**config.mk**
```make
export PLATFORM = sky130hd
export DESIGN_NAME = collision_matrix_ctrl
export DESIGN_NICKNAME = d
export VERILOG_FILES = /design/src/rtl/collision_pkg.sv /design/src/rtl/collision_matrix_ctrl_fifo.sv /design/src/rtl/collision_matrix_ctrl.sv
export SDC_FILE = /design/constraint.sdc
export NUM_CORES = 1
export LEC_CHECK = 0
export ABC_CLOCK_PERIOD_IN_PS = 2700
export CAP_MARGIN = 20
export CORE_AREA = 2 2 104 106
export CTS_CLUSTER_DIAMETER = 50
export DETAILED_ROUTE_END_ITERATION = 10
export DIE_AREA = 0 0 106 108
export RECOVER_POWER = 50
export SLEW_MARGIN = 20
export SYNTH_ARGS = -nofsm -noshare
export SYNTH_HDL_FRONTEND = slang
export SYNTH_SLANG_ARGS = --single-unit
```
**constraint.sdc**
```tcl
create_clock -name clk -period 2.7 [get_ports clk]
set_input_delay 0.405 -clock clk [delete_from_list [all_inputs] [get_ports clk]]
set_output_delay 0.405 -clock clk [all_outputs]
set_load 0.01 [all_outputs]
```
**src/rtl/collision_pkg.sv**
```systemverilog
// Shared helpers for the collision matrix: pair counting, pair indexing and
// width calculations used by both the controller and its event FIFO.
package collision_pkg;

  // Number of unordered object pairs for n objects.
  function automatic int num_pairs(input int n);
    return (n * (n - 1)) / 2;
  endfunction

  // Flat index of pair (i,j), i<j, in row-major upper-triangle order.
  function automatic int pair_idx(input int i, input int j, input int n);
    return i * n - (i * (i + 1)) / 2 + (j - i - 1);
  endfunction

  // Ceiling log2 usable in parameter context.
  function automatic int clog2_int(input int v);
    int r;
    r = 0;
    for (int p = 1; p < v; p = p * 2) r++;
    return r;
  endfunction

  // Width of a pair index; never narrower than one bit.
  function automatic int pair_w(input int n);
    int w;
    w = clog2_int(num_pairs(n));
    return (w < 1) ? 1 : w;
  endfunction

endpackage

```
**src/rtl/collision_matrix_ctrl_fifo.sv**
```systemverilog
// Small synchronous FIFO carrying hit-event pair indices to game logic.
// Head data reads as zero while empty so the consumer never sees stale data.
module hit_event_fifo
  import collision_pkg::*;
#(
  parameter int WIDTH = 4,
  parameter int DEPTH = 4
) (
  input  logic             clk,
  input  logic             resetN,
  input  logic             push,
  input  logic [WIDTH-1:0] push_data,
  output logic             full,
  input  logic             pop,
  output logic             valid,
  output logic [WIDTH-1:0] data
);

  localparam int AW = (clog2_int(DEPTH) < 1) ? 1 : clog2_int(DEPTH);

  logic [AW:0]      wr_ptr_q, wr_ptr_d;
  logic [AW:0]      rd_ptr_q, rd_ptr_d;
  logic [WIDTH-1:0] mem_q [DEPTH];
  logic [WIDTH-1:0] mem_d [DEPTH];
  logic             push_ok;
  logic             pop_ok;

  // Status flags, head read-out and pointer/storage next-state.
  always_comb begin
    valid    = (wr_ptr_q != rd_ptr_q);
    full     = (wr_ptr_q[AW] != rd_ptr_q[AW]) &&
               (wr_ptr_q[AW-1:0] == rd_ptr_q[AW-1:0]);
    data     = valid ? mem_q[rd_ptr_q[AW-1:0]] : '0;
    pop_ok   = pop & valid;
    push_ok  = push & (~full | pop_ok);
    wr_ptr_d = wr_ptr_q + (push_ok ? 1'b1 : 1'b0);
    rd_ptr_d = rd_ptr_q + (pop_ok ? 1'b1 : 1'b0);
    mem_d    = mem_q;
    if (push_ok) mem_d[wr_ptr_q[AW-1:0]] = push_data;
  end

  // Pointers reset asynchronously so a reset drops queued events at once.
  always_ff @(posedge clk or negedge resetN) begin
    if (!resetN) begin
      wr_ptr_q <= '0;
      rd_ptr_q <= '0;
    end else begin
      wr_ptr_q <= wr_ptr_d;
      rd_ptr_q <= rd_ptr_d;
    end
  end

  // Storage needs no reset: it is only observed through a valid head.
  always_ff @(posedge clk) begin
    mem_q <= mem_d;
  end

endmodule

```
**src/rtl/collision_matrix_ctrl.sv**
```systemverilog
// Pairwise overlap detector for the VGA drawers: one hit pulse per pair per
// frame, a snapshot of the previous frame's hits, and a queue of hit events.
module collision_matrix_ctrl
  import collision_pkg::*;
#(
  parameter int                              NUM_OBJ    = 6,
  parameter logic [num_pairs(NUM_OBJ)-1:0]   PAIR_EN    = '1,
  parameter int                              FIFO_DEPTH = 4
) (
  input  logic                              clk,
  input  logic                              resetN,
  input  logic                              startOfFrame,
  input  logic [NUM_OBJ-1:0]                draw_req,
  output logic                              collision,
  output logic [num_pairs(NUM_OBJ)-1:0]     hit_pulse,
  output logic [num_pairs(NUM_OBJ)-1:0]     frame_hits,
  output logic                              event_valid,
  output logic [pair_w(NUM_OBJ)-1:0]        event_pair,
  input  logic                              event_ready,
  output logic                              overflow
);

  localparam int NUM_PAIRS = num_pairs(NUM_OBJ);
  localparam int PAIR_W    = pair_w(NUM_OBJ);

  logic [NUM_PAIRS-1:0] raw;
  logic [NUM_PAIRS-1:0] flag_eff;
  logic [NUM_PAIRS-1:0] new_hit;
  logic [NUM_PAIRS-1:0] dropped;
  logic [NUM_PAIRS-1:0] hit_flag_q,   hit_flag_d;
  logic [NUM_PAIRS-1:0] hit_pulse_q,  hit_pulse_d;
  logic [NUM_PAIRS-1:0] frame_hits_q, frame_hits_d;
  logic [NUM_PAIRS-1:0] pending_q,    pending_d;
  logic                 overflow_q,   overflow_d;
  logic [NUM_PAIRS-1:0] first_mask;
  logic [NUM_PAIRS-1:0] push_mask;
  logic [PAIR_W-1:0]    push_idx;
  logic                 found;
  logic                 push;
  logic                 pop;
  logic                 fifo_full;

  // One overlap term per enabled object pair.
  for (genvar gi = 0; gi < NUM_OBJ; gi++) begin : g_row
    for (genvar gj = gi + 1; gj < NUM_OBJ; gj++) begin : g_col
      localparam int K = pair_idx(gi, gj, NUM_OBJ);
      assign raw[K] = draw_req[gi] & draw_req[gj] & PAIR_EN[K];
    end
  end

  assign collision = |raw;

  // Per-frame semaphore: a frame start forgets old flags but keeps hits
  // landing on that very cycle, which then belong to the new frame.
  always_comb begin
    flag_eff     = startOfFrame ? '0 : hit_flag_q;
    new_hit      = raw & ~flag_eff;
    hit_flag_d   = flag_eff | raw;
    hit_pulse_d  = new_hit;
    frame_hits_d = startOfFrame ? hit_flag_q : frame_hits_q;
  end

  // Lowest pending pair wins the single push slot; a simultaneous pop frees
  // room in a full FIFO.
  always_comb begin
    pop        = event_valid & event_ready;
    found      = 1'b0;
    push_idx   = '0;
    first_mask = '0;
    for (int k = 0; k < NUM_PAIRS; k++) begin
      if (!found && pending_q[k]) begin
        found         = 1'b1;
        push_idx      = PAIR_W'(k);
        first_mask[k] = 1'b1;
      end
    end
    push      = found & (~fifo_full | pop);
    push_mask = push ? first_mask : '0;
  end

  // A new hit on a pair still waiting for the queue is lost and flagged.
  always_comb begin
    dropped    = new_hit & pending_q & ~push_mask;
    pending_d  = (pending_q & ~push_mask) | new_hit;
    overflow_d = overflow_q | (|dropped);
  end

  // Control state registers.
  always_ff @(posedge clk or negedge resetN) begin
    if (!resetN) begin
      hit_flag_q   <= '0;
      hit_pulse_q  <= '0;
      frame_hits_q <= '0;
      pending_q    <= '0;
      overflow_q   <= 1'b0;
    end else begin
      hit_flag_q   <= hit_flag_d;
      hit_pulse_q  <= hit_pulse_d;
      frame_hits_q <= frame_hits_d;
      pending_q    <= pending_d;
      overflow_q   <= overflow_d;
    end
  end

  assign hit_pulse  = hit_pulse_q;
  assign frame_hits = frame_hits_q;
  assign overflow   = overflow_q;

  hit_event_fifo #(
    .WIDTH (PAIR_W),
    .DEPTH (FIFO_DEPTH)
  ) u_fifo (
    .clk       (clk),
    .resetN    (resetN),
    .push      (push),
    .push_data (push_idx),
    .full      (fifo_full),
    .pop       (pop),
    .valid     (event_valid),
    .data      (event_pair)
  );

endmodule

```
==> results of run 1 <==
## power breakdown
group / switching [mW] / total [mW] / internal (mW)
Combinational: 0.573 / 1.22 / 0.646
Clock: 0.447 / 1.05 / 0.600
Sequential: 0.140 / 1.71 / 1.57
## repair_timing
| action | CTS | global route |
|---|---|---|
| buffers inserted | 0 | 0 |
| setup endpoints to repair | 0 | 7 |
| resized for setup | 0 | 5 |
## sequential cells by signal, summed over array words and instances, names as in the netlist
| name | flops |
|---|---|
| u_fifo.rd_ptr_q | 3 |
| u_fifo.mem_q | 16 |
| overflow | 1 |
| hit_pulse | 15 |
| frame_hits | 15 |
| pending_q | 15 |
| u_fifo.wr_ptr_q | 3 |
| hit_flag_q | 15 |
## layer usage
metal | GRT usage (%) | up-vias | wire, um
li1 | - | 1222 | -
met1 | 21.31 | 1251 | 3917
met2 | 24.15 | 86 | 3817
met3 | 3.195 | 11 | 363
met4 | 6.391 | 0 | 138
met5 | 0 | - | 0
## synthesized netlist by cell type, drive strengths merged (5+ instances only)
| cell type | instances |
|---|---|
| o21ai | 7 |
| dfrtp | 67 |
| a21o | 7 |
| mux2 | 15 |
| nor2 | 16 |
| edfxtp | 16 |
| nand2 | 49 |
| a21oi | 19 |
| nor2b | 5 |
| nand4 | 5 |
| clkbuf | 12 |
| or3 | 5 |
| inv | 11 |
| nand2b | 9 |
## per-stage QoR
step | cell area (um^2) | utilization (%) | cells
finish | 4609 | 45.05 | 524
global route | 4609 | 45.05 | 524
CTS | 4623 | 45.19 | 524
detailed placement | 4387 | 42.88 | 508
global placement | 4387 | 42.88 | 508
floorplan | 3517 | - | 302
## kinds of logic (layout without fill, tap and decap cells)
family                     count (synthesis)  in the layout  share of synthesized area [%]
adders and majority gates                  5              5                          1.708
DFF                                       83             83                          61.33
AOI/OAI and AO/OA                         53             53                          9.784
buffers and inverters                     26            112                          3.273
and+or+nand+nor                          111            111                          15.30
muxes                                     19             19                          7.364
xor gates and xnor gates                   5              5                          1.245
## worst paths after layout
| path | cells after the start | to | slack (ps) | start |
|---|---|---|---|---|
| worst min register to register | 1 | u_fifo.wr_ptr_q[2] | 490 | u_fifo.wr_ptr_q[2] |
| max in group asynchronous | 2 | pending_q[9] | 570 | resetN |
| worst max-delay path | 6 | overflow | 150 | pending_q[2] |
| worst max register to register | 6 | overflow | 150 | pending_q[2] |
| worst min-delay path | 1 | frame_hits[3] | 390 | resetN |
| min in group clk | 3 | hit_flag_q[9] | 460 | draw_req[2] |
## area by class of cell
| cell class | instances | area [um^2] |
|---|---|---|
| fillers | 976 | 5622 |
| flip-flops and latches | 83 | 2157 |
| multi-input cells | 193 | 1252 |
| repair buffers | 85 | 752.0 |
| well taps | 136 | 170.2 |
| clock buffers | 12 | 166.4 |
| clock inverters | 4 | 70.07 |
| inverters | 11 | 41.29 |
## worst register-to-register path, stage by stage, from the launching register on
cell and delay [ps]:
dfrtp_1 380, or4_4 530, or2_1 280, or2_4 270
or3_1 360, a32oi_1 160, or4b_1 440
==> flow_summary.toml, run 1 <==
[status]
outcome = "finished, violations left"
violations = "capacitance limit"

[place]
pre_cts_ws_ps = 32.67
dpl.hpwl_mm = 6.104
gp_congestion = 0.8381
port_buffers = 46

[timing]
hold_viol = 0
finClkSkew_ps = 10.83
fmax_mhz = 392.4
setup-violations-final = 0
fin_crit_sh_pct = 94.39
rsz0062_at_grt = "false"
period_needed_ps = 2548
drv_slew = 0
fin_ws_ps = 151.5
maxSlewHeadroom_pct = 0.2731
setup-tns-final_ps = 0
worst_pin_slew_ps = 1496
hold-worst-slack_ps = 387.3

[critical_path]
cp_cell_sequence = "or4_4, or2_1, or2_4, or3_1, a32oi_1, or4b_1"
crit_path_end_kind = "flip-flop"
cp-start-kind = "flip-flop"
cpLargestDelayFamily = "simple AND/OR/NAND/NOR gates"
critPathMaxStageDelay_ps = 530
crit_type = "flip-flop to flip-flop"
worst-path-buf-inv = 0
required_ps = 2940
cp.arrival_ps = 2790
cp_max_fo = 5
crit_slowest_cell = "or4_4"

[synthesis]
syn_area_per_cell_um2 = 11.65
syn_nets = 316
postSynthCellCount = 302
synth_top_cells_by_area = "dfrtp_1 (48%), edfxtp_1 (14%), nand2_1 (5.2%)"
synth_top_area_share_pct = 47.67
yosysSeqAreaShare_pct = 61.33
synth_cell_types = 48
syn_area_mm2 = 0.003517
yosys_warnings = 0
synth_edf_count = 16
synth_top_area_cell = "dfrtp_1"
async_flop_share_pct = 80.72
ys.flop_type = "dfrtp_1"
synth_seq_cells = 83

[grt]
grt_max_degree = 41
grt_pass1_vias = 2660
grt_util_all_layers_pct = 15.50
grt.overflow.total = 0
antenna_found_initial = 0
grt_first_pass_wirelength_mm = 13.56

[die]
core_area_mm2 = 0.01023
die_area_mm2 = 0.01145
die_h_um = 108
initial_core_util_pct = 34.38
core.rowCount = 37
io_pins = 47
die_w_um = 106

[final_layout]
final_nets = 397
syn_to_final_growth_pct = 31.06
drive_above_1_share_pct = 20.36
final_cell_mix = "dfrtp_1 (67), nand2_1 (49), clkdlybuf4s50_1 (43), buf_4 (35), a21oi_1 (19)"
antennaDiodeCount = 0
layout_commonest_cell = "dfrtp_1"

[detailed_routing]
routed_wl_mm = 8.236
route.detailed.drc = 0
first_pass_iters = 4
vias_per_cell = 4.905
vias = 2570
routedWlPerCell_um = 15.72
ant_nets = 0
drt_iter0_markers = 126

[worst_hold_path]
min_path_type = "input pin to async pin"

[flow_run]
drv_cap = 1

[pwr]
power.density_mw_per_mm2 = 863.5
leakage_nw = 2.014
peakVddDrop_mv = 0.4244
p_total_mw = 3.980

[clock_tree]
clk_latency_ps = 360
clock_sinks = 83
cts_buffers = 9
clkSlewWorstSetupHoldPaths_ps = 90
postCtsHoldBufs = 0
cts_htree_levels = 3
cts_buffer_depth = 2
cts_tree = "done"
root_buffer = "clkbuf_8"
(Power assumes the default switching activity.)
==> run 2, diff against run 1 <==
==> constraint.sdc (replaced) <==
create_clock -name clk -period 2.7 [get_ports clk]
set_input_delay 0.405 -clock clk [delete_from_list [all_inputs] [get_ports clk]]
set_output_delay 0.405 -clock clk [all_outputs]
set_load 0.05 [all_outputs]
==> run 2 against run 1 <==
Against the previous run: the flow finishes with violations (capacitance limit, slew limit); maximum frequency is 2.6% lower; clock power decreased by 7%; setup slack got worse by 67 ps; critical path type unchanged; critical endpoint unchanged; largest cell class unchanged.
==> flow_summary.toml, run 2 (synthesis results as in run 1) <==
[grt]
antenna_found_initial = 0
use_met1_pct = 20.58
grt_util_all_layers_pct = 14.92
use_met2_pct = 23.32
busiest_layer = "met2"
grt_first_pass_wirelength_mm = 13.14
grt.overflow.total = 0
grtUsageMet3_pct = 3.436
grt_pass1_vias = 2525
grt_max_degree = 68

[final_layout]
stdcell_count = 518
largest_reg_flops = 16
final_cell_mix = "dfrtp_1 (67), nand2_1 (49), clkdlybuf4s50_1 (39), buf_4 (34), a21oi_1 (19)"
fill_cells = 986
stdcell_area_mm2 = 0.004543
final_util_pct = 44.41
drive_above_1_share_pct = 20.68
regMostFlops = "u_fifo.mem_q"
syn_to_final_growth_pct = 29.17
layout_commonest_cell = "dfrtp_1"
antennaDiodeCount = 0
final_nets = 392

[status]
violations = "capacitance limit, slew limit"
outcome = "finished, violations left"

[critical_path]
cp-start-kind = "flip-flop"
crit_type = "flip-flop to flip-flop"
crit_path_end_kind = "flip-flop"
r2r_cells = 6
r2r-start = "pending_q[2]"
reg2reg_to = "overflow"
required_ps = 2920
cp_max_fo = 5
cp.arrival_ps = 2840
rrSetupSlack_ps = 80

[die]
die_w_um = 106
die_h_um = 108
initial_core_util_pct = 34.38
die_area_mm2 = 0.01145
core.rowCount = 37
core_area_mm2 = 0.01023
io_pins = 47

[pwr]
p_clk_share_pct = 22.9
swShare_pct = 36.05
p_comb_share_pct = 36.8
leakage_nw = 1.978
power.internal_mw = 2.717
p_seq_share_pct = 40.3
p_switching_mw = 1.532
peakVddDrop_mv = 0.5456
power.density_mw_per_mm2 = 935.3

[detailed_routing]
vias_per_cell = 4.880
vias = 2528
route.detailed.drc = 0
first_pass_iters = 5
routed_wl_mm = 7.881
routedWlPerCell_um = 15.21
drt_iter0_markers = 118
ant_nets = 0

[place]
gp_congestion = 0.8796
dpl.hpwl_mm = 5.765
port_buffers = 46
dp.cells = 503
postPlaceCellArea_mm2 = 0.004337

[clock_tree]
clkSlewWorstSetupHoldPaths_ps = 80
root_buffer = "clkbuf_8"
cts_htree_levels = 3
clock_sinks = 83
cts_buffer_depth = 2
cts_buffers = 9
cts_setup_buffers = 0
cts_tree = "done"
clk_latency_ps = 360

[timing]
worst_pin_slew_ps = 1634
rsz0062_at_grt = "false"
fmax_mhz = 382.4
hold_viol = 0
finClkSkew_ps = 10.36
period_needed_ps = 2615
drv_slew = 68
maxSlewHeadroom_pct = -8.948
fin_crit_sh_pct = 96.86
setup-tns-final_ps = 0
setup-violations-final = 0

[worst_hold_path]
min_path_type = "flip-flop to flip-flop"
holdPathEnd = "u_fifo.rd_ptr_q[2]"
min_from = "u_fifo.rd_ptr_q[2]"
holdPathStages = 1

[flow_run]
drv_cap = 1
-- run 2: changes by cell type in the layout (fill, tap and decap cells not counted), sizes merged --
cell and delta:
dlymetal6s2s -1, buf +1, clkbuf -4, inv +1, clkinvlp +1, clkdlybuf4s50 -4
-- run 2: critical path, cell delays in order, from the launching register on --
cell	delay (ps)
dfrtp_1	380
or4_4	580
or2_1	280
or2_4	260
or3_1	360
a32oi_1	170
or4b_1	460
-- run 2: area by class of cell --
cell class / count / area (um^2) / area share [%]
flip-flops and latches: 83 / 2157 / 47.48
repair buffers: 80 / 713.2 / 15.70
multi-input cells: 193 / 1247 / 27.46
clock inverters: 6 / 90.09 / 1.983
well taps: 136 / 170.2 / 3.746
inverters: 11 / 41.29 / 0.9088
clock buffers: 9 / 123.9 / 2.727
-- run 2: metrics by stage --
stage               setup WS [ps]  hold slack (ps)  total power [mW]
finish                      84.73            484.9             4.249
global route                24.07            499.0             4.494
CTS                         32.65            258.3             4.301
detailed placement          33.08            477.4             3.321
global placement            61.69            471.2             3.290
floorplan                   120.4            109.4             2.759
-- run 2: per-layer routing --
layer | vias to the layer above | wire length [um] | part of all wire, %
li1 | 1218 | - | -
met1 | 1239 | 3825 | 49
met2 | 60 | 3630 | 46
met3 | 11 | 325 | 4.1
met4 | 0 | 100 | 1.3
met5 | - | 0 | 0
-- run 2: power groups by stage --
stage | Clock [mW] | Sequential [mW] | Combinational (mW)
finish | 0.972 | 1.71 | 1.57
global route | 1.05 | 1.75 | 1.69
CTS | 0.999 | 1.72 | 1.58
detailed placement | 0 | 1.74 | 1.58
global placement | 0 | 1.73 | 1.56
floorplan | 0 | 1.88 | 0.879
-- run 2: how the worst max path moves through the flow --
stage / start / end / depth (start not counted)
CTS: pending_q[2] / overflow / 6
detailed placement: startOfFrame / overflow / 8
global route: pending_q[2] / overflow / 6
floorplan: pending_q[1] / overflow / 8
global placement: startOfFrame / overflow / 8
finish: pending_q[2] / overflow / 6
-- run 2: repair_timing --
item                                    4_1_cts  5_1_grt
resized for setup                             0        3
hold endpoints to repair                      0        0
hold buffers                                  0        0
endpoints found under the setup margin        0        1
==> run 3, diff against run 2 <==
--- a/config.mk
+++ b/config.mk
@@ -5,10 +5,8 @@
 export SDC_FILE = /design/constraint.sdc
 export NUM_CORES = 1
 export LEC_CHECK = 0
-export ABC_CLOCK_PERIOD_IN_PS = 2700
 export CAP_MARGIN = 20
 export CORE_AREA = 2 2 104 106
-export CTS_CLUSTER_DIAMETER = 50
 export DETAILED_ROUTE_END_ITERATION = 10
 export DIE_AREA = 0 0 106 108
 export RECOVER_POWER = 50
==> results of run 3 <==
No change in the layout: final DEF, timing and power equal those of run 2.
==> patch (settings of run 3) <==
Make the reset (`resetN`) synchronous in 2 clocked blocks. Comments in the files are not updated.
--- a/src/rtl/collision_matrix_ctrl_fifo.sv
+++ b/src/rtl/collision_matrix_ctrl_fifo.sv
@@ -40,7 +40,7 @@
   end
 
   // Pointers reset asynchronously so a reset drops queued events at once.
-  always_ff @(posedge clk or negedge resetN) begin
+  always_ff @(posedge clk) begin
     if (!resetN) begin
       wr_ptr_q <= '0;
       rd_ptr_q <= '0;
--- a/src/rtl/collision_matrix_ctrl.sv
+++ b/src/rtl/collision_matrix_ctrl.sv
@@ -86,7 +86,7 @@
   end
 
   // Control state registers.
-  always_ff @(posedge clk or negedge resetN) begin
+  always_ff @(posedge clk) begin
     if (!resetN) begin
       hit_flag_q   <= '0;
       hit_pulse_q  <= '0;
Behaviour: differs if resetN is asserted again (counterexample within 4 cycles, from zero or initial values and one cycle with resetN low); with resetN held inactive, the same outputs for 4 cycles.
==> patch against run 3 <==
  * Area after synthesis down 2.9%
  * Total power shrank 20%
  * Sequential cell count unchanged
  * Core utilization decreased by 2.4 points
  * Synthesized cell count increased by 17%
  * Worst setup slack improved by 0.080 ns
  * Register-to-register slack improved by 0.15 ns
  * Die area unchanged
  * Critical path depth increased by 2
  * Cell count grew 6.4%
  * Cell area shrank 5.3%
  * Wire length down 0.51%
==> patch: results (changes against run 3) <==
Synthesis:
- The number of warning messages in the yosys log is 0 (unchanged).
- Ranked by instance count, the synthesized netlist is headed by dfxtp_1 (67), a21oi_1 (46), nor2_1 (43).
- The post-synthesis cell type count is 51 (+6.3%).
- Yosys attributes the largest share of cell area to dfxtp_1 (39%), edfxtp_1 (14%), a21oi_1 (6.7%), nor2_1 (4.7%), mux2i_1 (4.4%).
- The number of enable-type register cells in the synthesized netlist is 16 (unchanged).
- The fraction of the yosys area taken by sequential cells is 53.3% (-8.0 points).
- Among all flip-flop cells after synthesis, the most frequent one is dfxtp_1.
- The share of flip-flops with an asynchronous set or reset after synthesis is 0% (-81 points).
- The number of nets in the synthesized netlist is 366 (+16%).

CTS:
- The number of buffers created by CTS is 9 (unchanged).
- The clock latency at the later pin of the worst-skew pair is 0.35 ns.
- The CTS clock-pin slew for the worst setup and hold paths came to 0.08 ns (about the same).
- The H-tree depth is 3 (unchanged).
- The cell sitting at the root of the clock tree is a clkbuf_8.
- The total of hold buffers inserted after clock tree synthesis came to 0 (unchanged).
- The buffer levels on the longest clock path was 2 (unchanged).
- The post-cts repair resize count is 0 (unchanged).
- The count of buffers added by post-CTS timing repair for setup is 0 (unchanged).

Global route:
- The maximum number of pins on one net before global-route repair is 56 (-18%).
- The number of global-route vias before repair came to 2726 (+8.0%).
- The wire length of the first global-routing pass is 13.2 mm (+0.32%).
- The number of antenna violations at the first check in global routing is 0 (unchanged).
- The global-route met1 utilization is 18.5% (-2.1 points).
- The aggregate global-route resource usage is 14.6% (-0.32 points).
- The met2 usage came to 23.5% (+0.23 points).
- The met3 routing resource usage after global routing is 3.32% (-0.12 points).

Worst setup path:
- The arrival time of data at the critical path endpoint is 2.71 ns (-0.13 ns).
- The most critical setup path has its startpoint at startOfFrame.
- The maximum fanout encountered on the critical timing path came to 4 (-1).
- In this run the critical register-to-register path is launched from pending_q[0]$_SDFF_PN0_.

Finish:
- The number of nets in the finished design was 425 (+8.4%).
- The register containing the most flip-flops in the final layout is u_fifo.mem_q.
- The final antenna diode count came to 0 (unchanged).
- The flip-flop count of the largest register, all copies and words added is 16 (unchanged).
- The layout cell share with drive strength beyond 1 was 13.0% (-7.7 points).

Worst hold path:
- The launch point of the worst hold path is hit_flag_q[3]$_SDFF_PN0_.
- The worst hold path belongs to the class register to register.

Place:
- The global placer's final weighted congestion is 0.854 (-2.9%).
- The post-place instance area is 4120 µm² (-5.0%).
- The count of buffers from port buffering is 46 (unchanged).
- The HPWL reported at the end of detailed placement was 5.69 mm (-1.3%).

Route:
- The mean number of vias per cell is 4.92 (+0.78%).
- The number of DRC markers in iteration 0 is 193 (+64%).
- The final wirelength is 7.84 mm (-0.51%).
- The first-pass iteration count of the detailed router came to 4 (-1).

Pwr:
- The peak supply drop is 0.000414 V (-24%).
- The reported leakage power is 1.67 nW (-15%).

Timing:
- The final setup skew came to 0.00958 ns (-0.000779 ns).
- The final count of negative-setup-slack endpoints came to 0 (unchanged).
- The max-slew headroom at the worst pin was 25.1% (+34 points).

Status:
- The run finished with clean final reports.
-- patch: cell count changes after synthesis, sizes merged, moves of 9 or more --
cell,run 3,this run
nand2,49,40
mux2,15,0
and2,0,12
mux2i,0,15
dfrtp,67,0
nor2,16,43
a21oi,19,47
dfxtp,0,67
-- patch: cells by family after synthesis --
kind of cell,count (synthesis),share of synthesized area [%]
and+or+nand+nor,134,19.2
DFF,83,53.3
AOI/OAI and AO/OA,76,13.3
buffers and inverters,30,4.14
muxes,19,7.03
xor gates and xnor gates,5,1.28
adders and majority gates,5,1.76
-- patch: power by group --
group          internal [mW]  switching [mW]
Sequential              1.40          0.0831
Combinational          0.354           0.582
Clock                  0.519           0.453
-- patch: final timing paths --
path	cells past startpoint	to	slack, ns
setup reg to reg	8	u_fifo.wr_ptr_q[2]$_SDFF_PN0_	0.23
hold reg to reg	2	hit_flag_q[3]$_SDFF_PN0_	0.50
setup / recovery	8	overflow$_SDFF_PN0_	0.16
hold / removal	2	hit_flag_q[3]$_SDFF_PN0_	0.50
-- patch: final cells by class --
type                    instances  area (µm²)
clock inverters                 6        90.1
clock buffers                   9         124
fillers                      1011        5930
flip-flops and latches         83        1820
inverters                      11        45.0
repair buffers                 67         602
multi-input cells             239        1450
well taps                     136         170
-- patch: metrics by stage --
| stage | hold WS (ns) | std cells | total power [mW] | setup WS, ns |
|---|---|---|---|---|
| 2_1_floorplan | 0.454 | 352 | 2.18 | 0.423 |
| 3_3_place_gp | 0.472 | 536 | 2.46 | 0.0438 |
| 3_5_place_dp | 0.480 | 536 | 2.48 | 0.0188 |
| 4_1_cts | 0.498 | 551 | 3.45 | 0.290 |
| 5_1_grt | 0.516 | 551 | 3.57 | 0.104 |
| 6_report | 0.496 | 551 | 3.39 | 0.165 |
-- patch: routing by layer --
| metal | up-vias | wire (µm) |
|---|---|---|
| met2 | 66 | 3630 |
| met1 | 1287 | 3660 |
| met5 | - | 0 |
| met3 | 17 | 349 |
| li1 | 1340 | - |
| met4 | 0 | 197 |
-- patch: critical path: stages --
cell and delay, ns:
dlygate4sd3_1 0.62, clkinvlp_2 0.17, a21oi_2 0.07, a22o_1 0.24, a221o_1 0.33, or4_1 0.51, a221oi_2 0.22, a41oi_2 0.14
